File: config.mk
export PLATFORM = sky130hd
export DESIGN_NAME = serial_subtractor64
export DESIGN_NICKNAME = d
export VERILOG_FILES = /design/src/rtl/serial_subtractor64.sv
export SDC_FILE = /design/constraint.sdc
export NUM_CORES = 1
export LEC_CHECK = 0
export ABC_CLOCK_PERIOD_IN_PS = 8000
export CORE_ASPECT_RATIO = 1.2
export CORE_MARGIN = 4
export CORE_UTILIZATION = 48
export CTS_CLUSTER_DIAMETER = 60
export DETAILED_ROUTE_END_ITERATION = 6
export PLACE_DENSITY = 0.8
export SYNTH_ARGS = -nofsm -noshare
export SYNTH_HDL_FRONTEND = slang
export SYNTH_SLANG_ARGS = --single-unit
File: constraint.sdc
create_clock -name clk -period 8 [get_ports clk]
set_clock_uncertainty 0.15 [all_clocks]
set_input_delay 1.2 -clock clk [delete_from_list [all_inputs] [get_ports clk]]
set_output_delay 1.2 -clock clk [all_outputs]
set_load 0.005 [all_outputs]
File: src/rtl/serial_subtractor64.sv
// ---------------------------------------------------------------------------
// serial_subtractor64
//
// Purpose:
//   Multi-cycle unsigned subtractor, diff = a - b (mod 2^WIDTH). One DIGIT-bit
//   slice is processed per clock through a single DIGIT+1 bit adder computing
//   a + ~b + carry. The carry links one digit to the next only through
//   carry_q. A full operation takes N = WIDTH/DIGIT RUN cycles.
//   WIDTH must be a multiple of DIGIT.
//
// Ports:
//   clk     in   1      rising-edge clock
//   rst     in   1      asynchronous, active-high reset
//   start   in   1      operation request, sampled only while idle
//   a       in   WIDTH  minuend, captured on the accepting edge
//   b       in   WIDTH  subtrahend, captured on the accepting edge
//   busy    out  1      high while an operation is in flight
//   done    out  1      one-cycle pulse: diff/borrow/zero just updated
//   diff    out  WIDTH  a - b mod 2^WIDTH, held until the next result
//   borrow  out  1      1 when a < b (unsigned), i.e. the inverted final carry
//   zero    out  1      1 when diff == 0
// ---------------------------------------------------------------------------
module serial_subtractor64 #(
    parameter int WIDTH = 64,
    parameter int DIGIT = 8
) (
    input  logic             clk,
    input  logic             rst,
    input  logic             start,
    input  logic [WIDTH-1:0] a,
    input  logic [WIDTH-1:0] b,
    output logic             busy,
    output logic             done,
    output logic [WIDTH-1:0] diff,
    output logic             borrow,
    output logic             zero
);

    localparam int N  = WIDTH / DIGIT;
    localparam int CW = (N > 1) ? $clog2(N) : 1;

    typedef enum logic {
        S_IDLE = 1'b0,
        S_RUN  = 1'b1
    } state_t;

    state_t           state_q;
    logic [WIDTH-1:0] sa_q;
    logic [WIDTH-1:0] sb_q;
    logic [WIDTH-1:0] res_q;
    logic             carry_q;
    logic [CW-1:0]    count_q;
    logic             busy_q;
    logic             done_q;
    logic [WIDTH-1:0] diff_q;
    logic             borrow_q;
    logic             zero_q;

    logic [DIGIT:0]   digit_sum;
    logic [WIDTH-1:0] res_d;
    logic [WIDTH-1:0] sa_d;
    logic [WIDTH-1:0] sb_d;
    logic             last_digit;

    // Single digit adder: low slice of the shifting operands plus the carry
    // left over from the previous digit. The MSB of digit_sum is the carry out.
    always_comb begin
        digit_sum = {1'b0, sa_q[DIGIT-1:0]}
                  + {1'b0, ~sb_q[DIGIT-1:0]}
                  + {{DIGIT{1'b0}}, carry_q};
    end

    assign sa_d       = sa_q >> DIGIT;
    assign sb_d       = sb_q >> DIGIT;
    assign last_digit = (count_q == CW'(N - 1));

    // Result digits enter from the MSB end, so after N shifts the first digit
    // computed (the least significant) has arrived at bit 0.
    generate
        if (N > 1) begin : g_res_shift
            assign res_d = {digit_sum[DIGIT-1:0], res_q[WIDTH-1:DIGIT]};
        end else begin : g_res_single
            assign res_d = digit_sum[DIGIT-1:0];
        end
    endgenerate

    always_ff @(posedge clk or posedge rst) begin
        if (rst) begin
            state_q  <= S_IDLE;
            sa_q     <= '0;
            sb_q     <= '0;
            res_q    <= '0;
            carry_q  <= 1'b0;
            count_q  <= '0;
            busy_q   <= 1'b0;
            done_q   <= 1'b0;
            diff_q   <= '0;
            borrow_q <= 1'b0;
            zero_q   <= 1'b0;
        end else begin
            // done is a single-cycle pulse unless re-raised below.
            done_q <= 1'b0;
            unique case (state_q)
                S_IDLE: begin
                    if (start) begin
                        sa_q    <= a;
                        sb_q    <= b;
                        res_q   <= '0;
                        // Carry-in of 1 turns ~b into -b (two's complement).
                        carry_q <= 1'b1;
                        count_q <= '0;
                        busy_q  <= 1'b1;
                        state_q <= S_RUN;
                    end
                end
                S_RUN: begin
                    carry_q <= digit_sum[DIGIT];
                    sa_q    <= sa_d;
                    sb_q    <= sb_d;
                    res_q   <= res_d;
                    count_q <= count_q + CW'(1);
                    if (last_digit) begin
                        // Only the completed result ever reaches the outputs.
                        diff_q   <= res_d;
                        borrow_q <= ~digit_sum[DIGIT];
                        zero_q   <= (res_d == '0);
                        done_q   <= 1'b1;
                        busy_q   <= 1'b0;
                        state_q  <= S_IDLE;
                    end
                end
                default: begin
                    state_q <= S_IDLE;
                    busy_q  <= 1'b0;
                end
            endcase
        end
    end

    assign busy   = busy_q;
    assign done   = done_q;
    assign diff   = diff_q;
    assign borrow = borrow_q;
    assign zero   = zero_q;

endmodule

==> flow_metrics.py, run 1 <==
metrics = {
    "power_and_ir_drop": {
        "p_comb_share_pct": 33.2,
        "internal_power_w": 0.00356,
        "power_frac_seq_pct": 43.1,
        "pwr-share-clk_pct": 23.6,
        "leakage_nw": 6.49,
        "switching_share_pct": 33.6,
        "peakVddDrop_v": 0.000206,
        "power_switching_w": 0.00180,
        "p_per_area_nw_per_um2": 376,
    },
    "clocking": {
        "cts_setup_buffers": 0,
        "cts_resized": 0,
        "cts-root-buf": "clkbuf_16",
        "insertion_delay_ns": 0.51,
        "clock-sinks": 257,
        "cts_tree": "built",
        "clk_path_buf_depth": 3,
        "holdBufCountCts": 0,
        "path_clk_slew_ns": 0.06,
        "cts_htree_levels": 1,
        "cts_buffers": 25,
    },
    "sta": {
        "post-route-min-period_ns": 3.38,
        "tns_ns": 0,
        "fmax_mhz": 296,
        "relSlewSlack_pct": 25.4,
        "tightest_slew_ns": 1.12,
        "finalHoldViolCount": 0,
        "fin_crit_sh_pct": 42.2,
        "slew_violations": 0,
        "rsz0062_at_grt": "no",
        "setup_viol": 0,
        "worst_slack_ns": 4.62,
    },
    "placement": {
        "placed_cells": 1442,
        "place_area_um2": 13300,
        "io_buffers": 198,
        "post-dp-hpwl_mm": 17.5,
        "finalWeightedCongestion": 0.823,
        "pre_cts_slack_ns": 4.14,
    },
    "synth": {
        "synth_top_area_cell": "dfrtp_1",
        "synth_area_leaders": "dfrtp_1 58%, mux2i_1 12%, o21ai_0 7.0%, mux2_2 5.8%, nand2_1 5.4%",
        "ys_ff_latch": 257,
        "syn_nets": 1136,
        "synth_warnings": 0,
        "synth-edff-count": 0,
        "synth_area_um2": 11200,
        "seq_area_frac_synth_pct": 57.5,
        "syn_area_per_cell_um2": 11.3,
        "synth.top_cell.area_share_pct": 57.5,
        "ys_types": 35,
        "syn_inst": 994,
        "synth_flop_cell": "dfrtp_1",
        "async_reset_ff_share_pct": 100,
    },
    "global_routing": {
        "antenna_found_initial": 1,
        "grt_overflow": 0,
        "grt_start_max_net_pins": 272,
        "grt_pass1_vias": 8084,
        "grt_pass1_wl_mm": 41.4,
        "track_usage_pct": 19.6,
    },
    "routing": {
        "drt_iter0_markers": 518,
        "drt-pass1-iter-count": 4,
        "viasPerCell": 5.32,
        "post-route-drc-count": 0,
        "wl_per_cell_um": 17.3,
        "vias": 7920,
        "ant_nets": 0,
        "drt_wl_total_mm": 25.7,
    },
    "min_path": {
        "hp-class": "flip-flop to flip-flop",
    },
    "finish": {
        "final_common_cell": "dfrtp_1",
        "final_nets": 1301,
        "final_layout_size_suffix_gt1_share_pct": 9.77,
        "final_area_um2": 14200,
        "layout_common_cells": "256 x dfrtp_1, 197 x clkdlybuf4s50_1, 160 x nand2_1",
        "instances_no_fill": 1488,
        "area_growth_pct": 27.3,
        "final_util_pct": 62.8,
    },
    "die": {
        "design.core.area_um2": 22700,
        "die_y_um": 175,
        "die-area_um2": 25800,
        "pin_count": 199,
        "rows": 60,
        "start_util_pct": 49.3,
        "fp.dieW_um": 147,
    },
    "critical_path": {
        "critical_path_class": "input port to flip-flop",
        "arrival_ns": 3.62,
        "critPathCaptureType": "flip-flop",
        "regToRegSetupSlack_ns": 4.88,
        "critPathMaxStageDelay_ns": 0.82,
        "path_cells": "clkbuf_8 > buf_4 > nor2_1 > a22o_1",
        "crit_path_max_fanout": 118,
        "crit_slowest_cell": "buf_4",
        "cp_top_family": "buffers and inverters",
        "crit_buf_inv": 2,
        "critPathRequiredTime_ns": 8.24,
        "startpoint_type": "input port",
    },
    "run": {
        "drv_cap": 0,
    },
    "status": {
        "status": "complete, no violations",
    },
}
==> flip-flops by register name, indices dropped and copies added (netlist names) <==
signal,cells
busy,1
sb_q,64
state_q,1
diff,64
borrow,1
carry_q,1
res_q,56
count_q,3
zero,1
done,1
sa_q,64
==> final timing paths <==
path,endpoint,from,cells after the start
max,count_q[2],start,4
min in group asynchronous,sa_q[44],rst,2
min,sb_q[5],sb_q[13],2
max reg2reg,zero,sa_q[0],8
min reg2reg,sb_q[5],sb_q[13],2
max in group asynchronous,sb_q[26],rst,4
==> cells in the mapped netlist (all sizes together) (3+ instances only) <==
cell	n
ha	9
clkbuf	19
mux2	58
mux2i	135
a21oi	3
o21ai	165
dfrtp	257
a22o	10
nand2	161
inv	13
xor2	4
nor4	13
nand2b	49
nor2	22
buf	47
nand4	5
==> cell type report <==
type	instances	area [µm²]
repair buffers	204	2060
inverters	13	52.6
clock inverters	11	164
well taps	310	388
clock buffers	34	739
fillers	1845	8440
diodes	1	2.50
multi-input cells	658	4400
flip-flops and latches	257	6430
==> tightest hold or removal path: stages, from the launching register on <==
cell and delay (ns):
dfrtp_1 0.34, nand2_1 0.05, o21ai_0 0.06
==> power groups by stage <==
stage	clock network, W	logic, W	registers (W)
2_1_floorplan	0	0.00120	0.00213
3_3_place_gp	0	0.00172	0.00231
3_5_place_dp	0	0.00179	0.00232
4_1_cts	0.00129	0.00181	0.00231
5_1_grt	0.00135	0.00200	0.00238
6_report	0.00127	0.00178	0.00231
==> per-stage QoR <==
step | hold slack (ns) | power, W
final | 0.326 | 0.00536
after global routing | 0.353 | 0.00572
after CTS | 0.327 | 0.00540
after detailed placement | 0.314 | 0.00411
after global placement | 0.312 | 0.00402
after floorplan | 0.299 | 0.00333
==> cells by family (layout without fill, tap and decap cells) <==
group	after synthesis	count (layout)	share of synthesized area (%)
AOI/OAI and AO/OA	187	187	9.00
xor gates and xnor gates	6	6	0.470
adders and majority gates	11	11	1.36
buffers and inverters	79	262	3.17
DFF	257	257	57.5
muxes	193	193	17.9
other	0	1	0
and+or+nand+nor	261	261	10.6
==> routing by layer <==
layer	GRT usage [%]	wire, µm
met5	0	0
met3	4.72	1690
met4	6.49	771
met1	24.3	10300
met2	33.6	12900
No activity file was read; power rests on OpenSTA's default activity.
==> inputs of run 2 (changes only) <==
--- a/config.mk
+++ b/config.mk
@@ -5,7 +5,7 @@
 export SDC_FILE = /design/constraint.sdc
 export NUM_CORES = 1
 export LEC_CHECK = 0
-export ABC_CLOCK_PERIOD_IN_PS = 8000
+export ABC_CLOCK_PERIOD_IN_PS = 2800
 export CORE_ASPECT_RATIO = 1.2
 export CORE_MARGIN = 4
 export CORE_UTILIZATION = 48
==> constraint.sdc (replaced) <==
create_clock -name clk -period 2.8 [get_ports clk]
set_clock_uncertainty 0.15 [all_clocks]
set_input_delay 0.42 -clock clk [delete_from_list [all_inputs] [get_ports clk]]
set_output_delay 0.42 -clock clk [all_outputs]
set_load 0.005 [all_outputs]
==> flow_metrics.py, run 2 (same netlist as run 1, synthesis figures left out) <==
metrics = {
    "power_and_ir_drop": {
        "peakVddDrop_v": 0.000613,
        "leakage_nw": 6.49,
        "p_per_area_nw_per_um2": 1050,
    },
    "finish": {
        "fillers": 1821,
        "final_nets": 1309,
        "layout_common_cells": "256 x dfrtp_1, 197 x clkdlybuf4s50_1, 160 x nand2_1",
        "area_growth_pct": 27.4,
        "final_util_pct": 62.8,
        "final_layout_size_suffix_gt1_share_pct": 10.1,
        "final_common_cell": "dfrtp_1",
    },
    "sta": {
        "rsz0062_at_grt": "no",
        "whs_ns": 0.326,
        "fmax_mhz": 393,
        "fin_crit_sh_pct": 90.9,
        "tightest_slew_ns": 0.952,
        "tns_ns": 0,
        "post-route-min-period_ns": 2.55,
        "slew_violations": 0,
        "finalHoldViolCount": 0,
        "setup_viol": 0,
        "relSlewSlack_pct": 36.6,
    },
    "global_routing": {
        "grt_overflow": 0,
        "grt_pass1_wl_mm": 42.0,
        "grt_pass1_vias": 7990,
        "antenna_found_initial": 4,
        "grt_start_max_net_pins": 117,
        "track_usage_pct": 19.9,
    },
    "run": {
        "drv_cap": 0,
    },
    "clocking": {
        "holdBufCountCts": 0,
        "cts-root-buf": "clkbuf_16",
        "clock-sinks": 257,
        "cts_buffers": 25,
        "cts_tree": "built",
        "path_clk_slew_ns": 0.06,
        "clk_path_buf_depth": 3,
        "insertion_delay_ns": 0.52,
        "cts_htree_levels": 1,
    },
    "critical_path": {
        "arrival_ns": 2.81,
        "reg2reg_depth": 9,
        "path_cells": "inv_1 > fa_1 > fa_1 > nor2b_1 > o211ai_2 > a21oi_1 > xnor2_1 > nand4_1 > o31ai_2",
        "critical_path_class": "flip-flop to flip-flop",
        "crit_end": "zero",
        "crit_path_max_fanout": 3,
        "regToRegSetupSlack_ns": 0.25,
        "startpoint_type": "flip-flop",
        "critPathCaptureType": "flip-flop",
        "cp_common_cell": "fa_1",
        "startpoint": "sa_q[0]",
        "rr_startpoint": "sa_q[0]",
        "crit_slowest_cell": "fa_1",
        "worstReg2RegEnd": "zero",
        "critPathMaxStageDelay_ns": 0.45,
        "critPathRequiredTime_ns": 3.07,
    },
    "routing": {
        "wl_per_cell_um": 17.2,
        "drt_wl_total_mm": 25.8,
        "ant_nets": 0,
        "drt_iter0_markers": 511,
        "drt-pass1-iter-count": 4,
        "post-route-drc-count": 0,
        "vias": 7835,
        "viasPerCell": 5.24,
    },
    "placement": {
        "finalWeightedCongestion": 0.833,
        "post-dp-hpwl_mm": 18.3,
        "io_buffers": 198,
    },
    "min_path": {
        "hp-class": "input port to asynchronous set/reset pin",
    },
    "die": {
        "die-area_um2": 25800,
        "start_util_pct": 49.3,
        "design.core.area_um2": 22700,
        "pin_count": 199,
        "fp.dieW_um": 147,
        "die_y_um": 175,
        "rows": 60,
    },
    "status": {
        "status": "complete, no violations",
    },
}
run 2: cell types whose count changed in the layout (fill, tap and decap cells not counted), sizes merged:
cell and change:
clkbuf +2, buf +8, bufinv -3
run 2: where the power goes:
part           internal, W  switching, W
Combinational      0.00270       0.00246
Sequential         0.00526       0.00123
Clock              0.00192       0.00137
run 2: what timing repair did:
item | 4_1_cts | 5_1_grt
gates resized for setup | 0 | 1
setup buffers | 0 | 0
endpoints found under the setup margin | 0 | 1
hold endpoints to repair | 0 | 0
run 2: critical path, delay by kind of cell, from the launching register on:
kind | cells | cell delay (ns)
xor+xnor | 1 | 0.19
compound gates | 3 | 0.51
fa+ha+maj | 2 | 0.86
flops | 1 | 0.35
simple gates | 2 | 0.34
buf+inv | 1 | 0.06
run 2: how the worst min path moves through the flow:
stage / startpoint / slack (ns) / depth (start not counted) / end
final: rst / 0.33 / 3 / diff[55]
after CTS: sa_q[30] / 0.33 / 2 / sa_q[22]
after global routing: sb_q[38] / 0.35 / 2 / sb_q[30]
after detailed placement: sb_q[46] / 0.32 / 2 / sb_q[38]
after global placement: sb_q[31] / 0.31 / 2 / sb_q[23]
after floorplan: sa_q[8] / 0.30 / 2 / sa_q[0]
run 2: per-stage QoR:
stage / setup WS [ns] / power (W) / std cells / cell area, µm²
after global placement: 0.299 / 0.0115 / 1450 / 13400
final: 0.254 / 0.0149 / 1495 / 14200
after floorplan: -1.16 / 0.00952 / 994 / 11200
after detailed placement: 0.228 / 0.0117 / 1450 / 13400
after CTS: 0.204 / 0.0151 / 1494 / 14200
after global routing: 0.0537 / 0.0160 / 1495 / 14200
run 2: area by class of cell:
class	count	area [µm²]	share of cell area [%]
Antenna cell	1	2.50	0.0176
Clock buffer	36	737	5.17
Clock inverter	8	73.8	0.518
Inverter	13	52.6	0.369
Multi-Input combinational cell	658	4400	30.9
Sequential cell	257	6430	45.2
Tap cell	310	388	2.72
Timing Repair Buffer	212	2150	15.1
run 2: metal layers:
layer,global-route usage [%],up-vias,wire length [µm]
li1,-,3781,-
met5,0,-,46
met2,34.4,190,13300
met3,4.59,44,1550
met1,25.3,3814,10400
met4,5.32,6,528
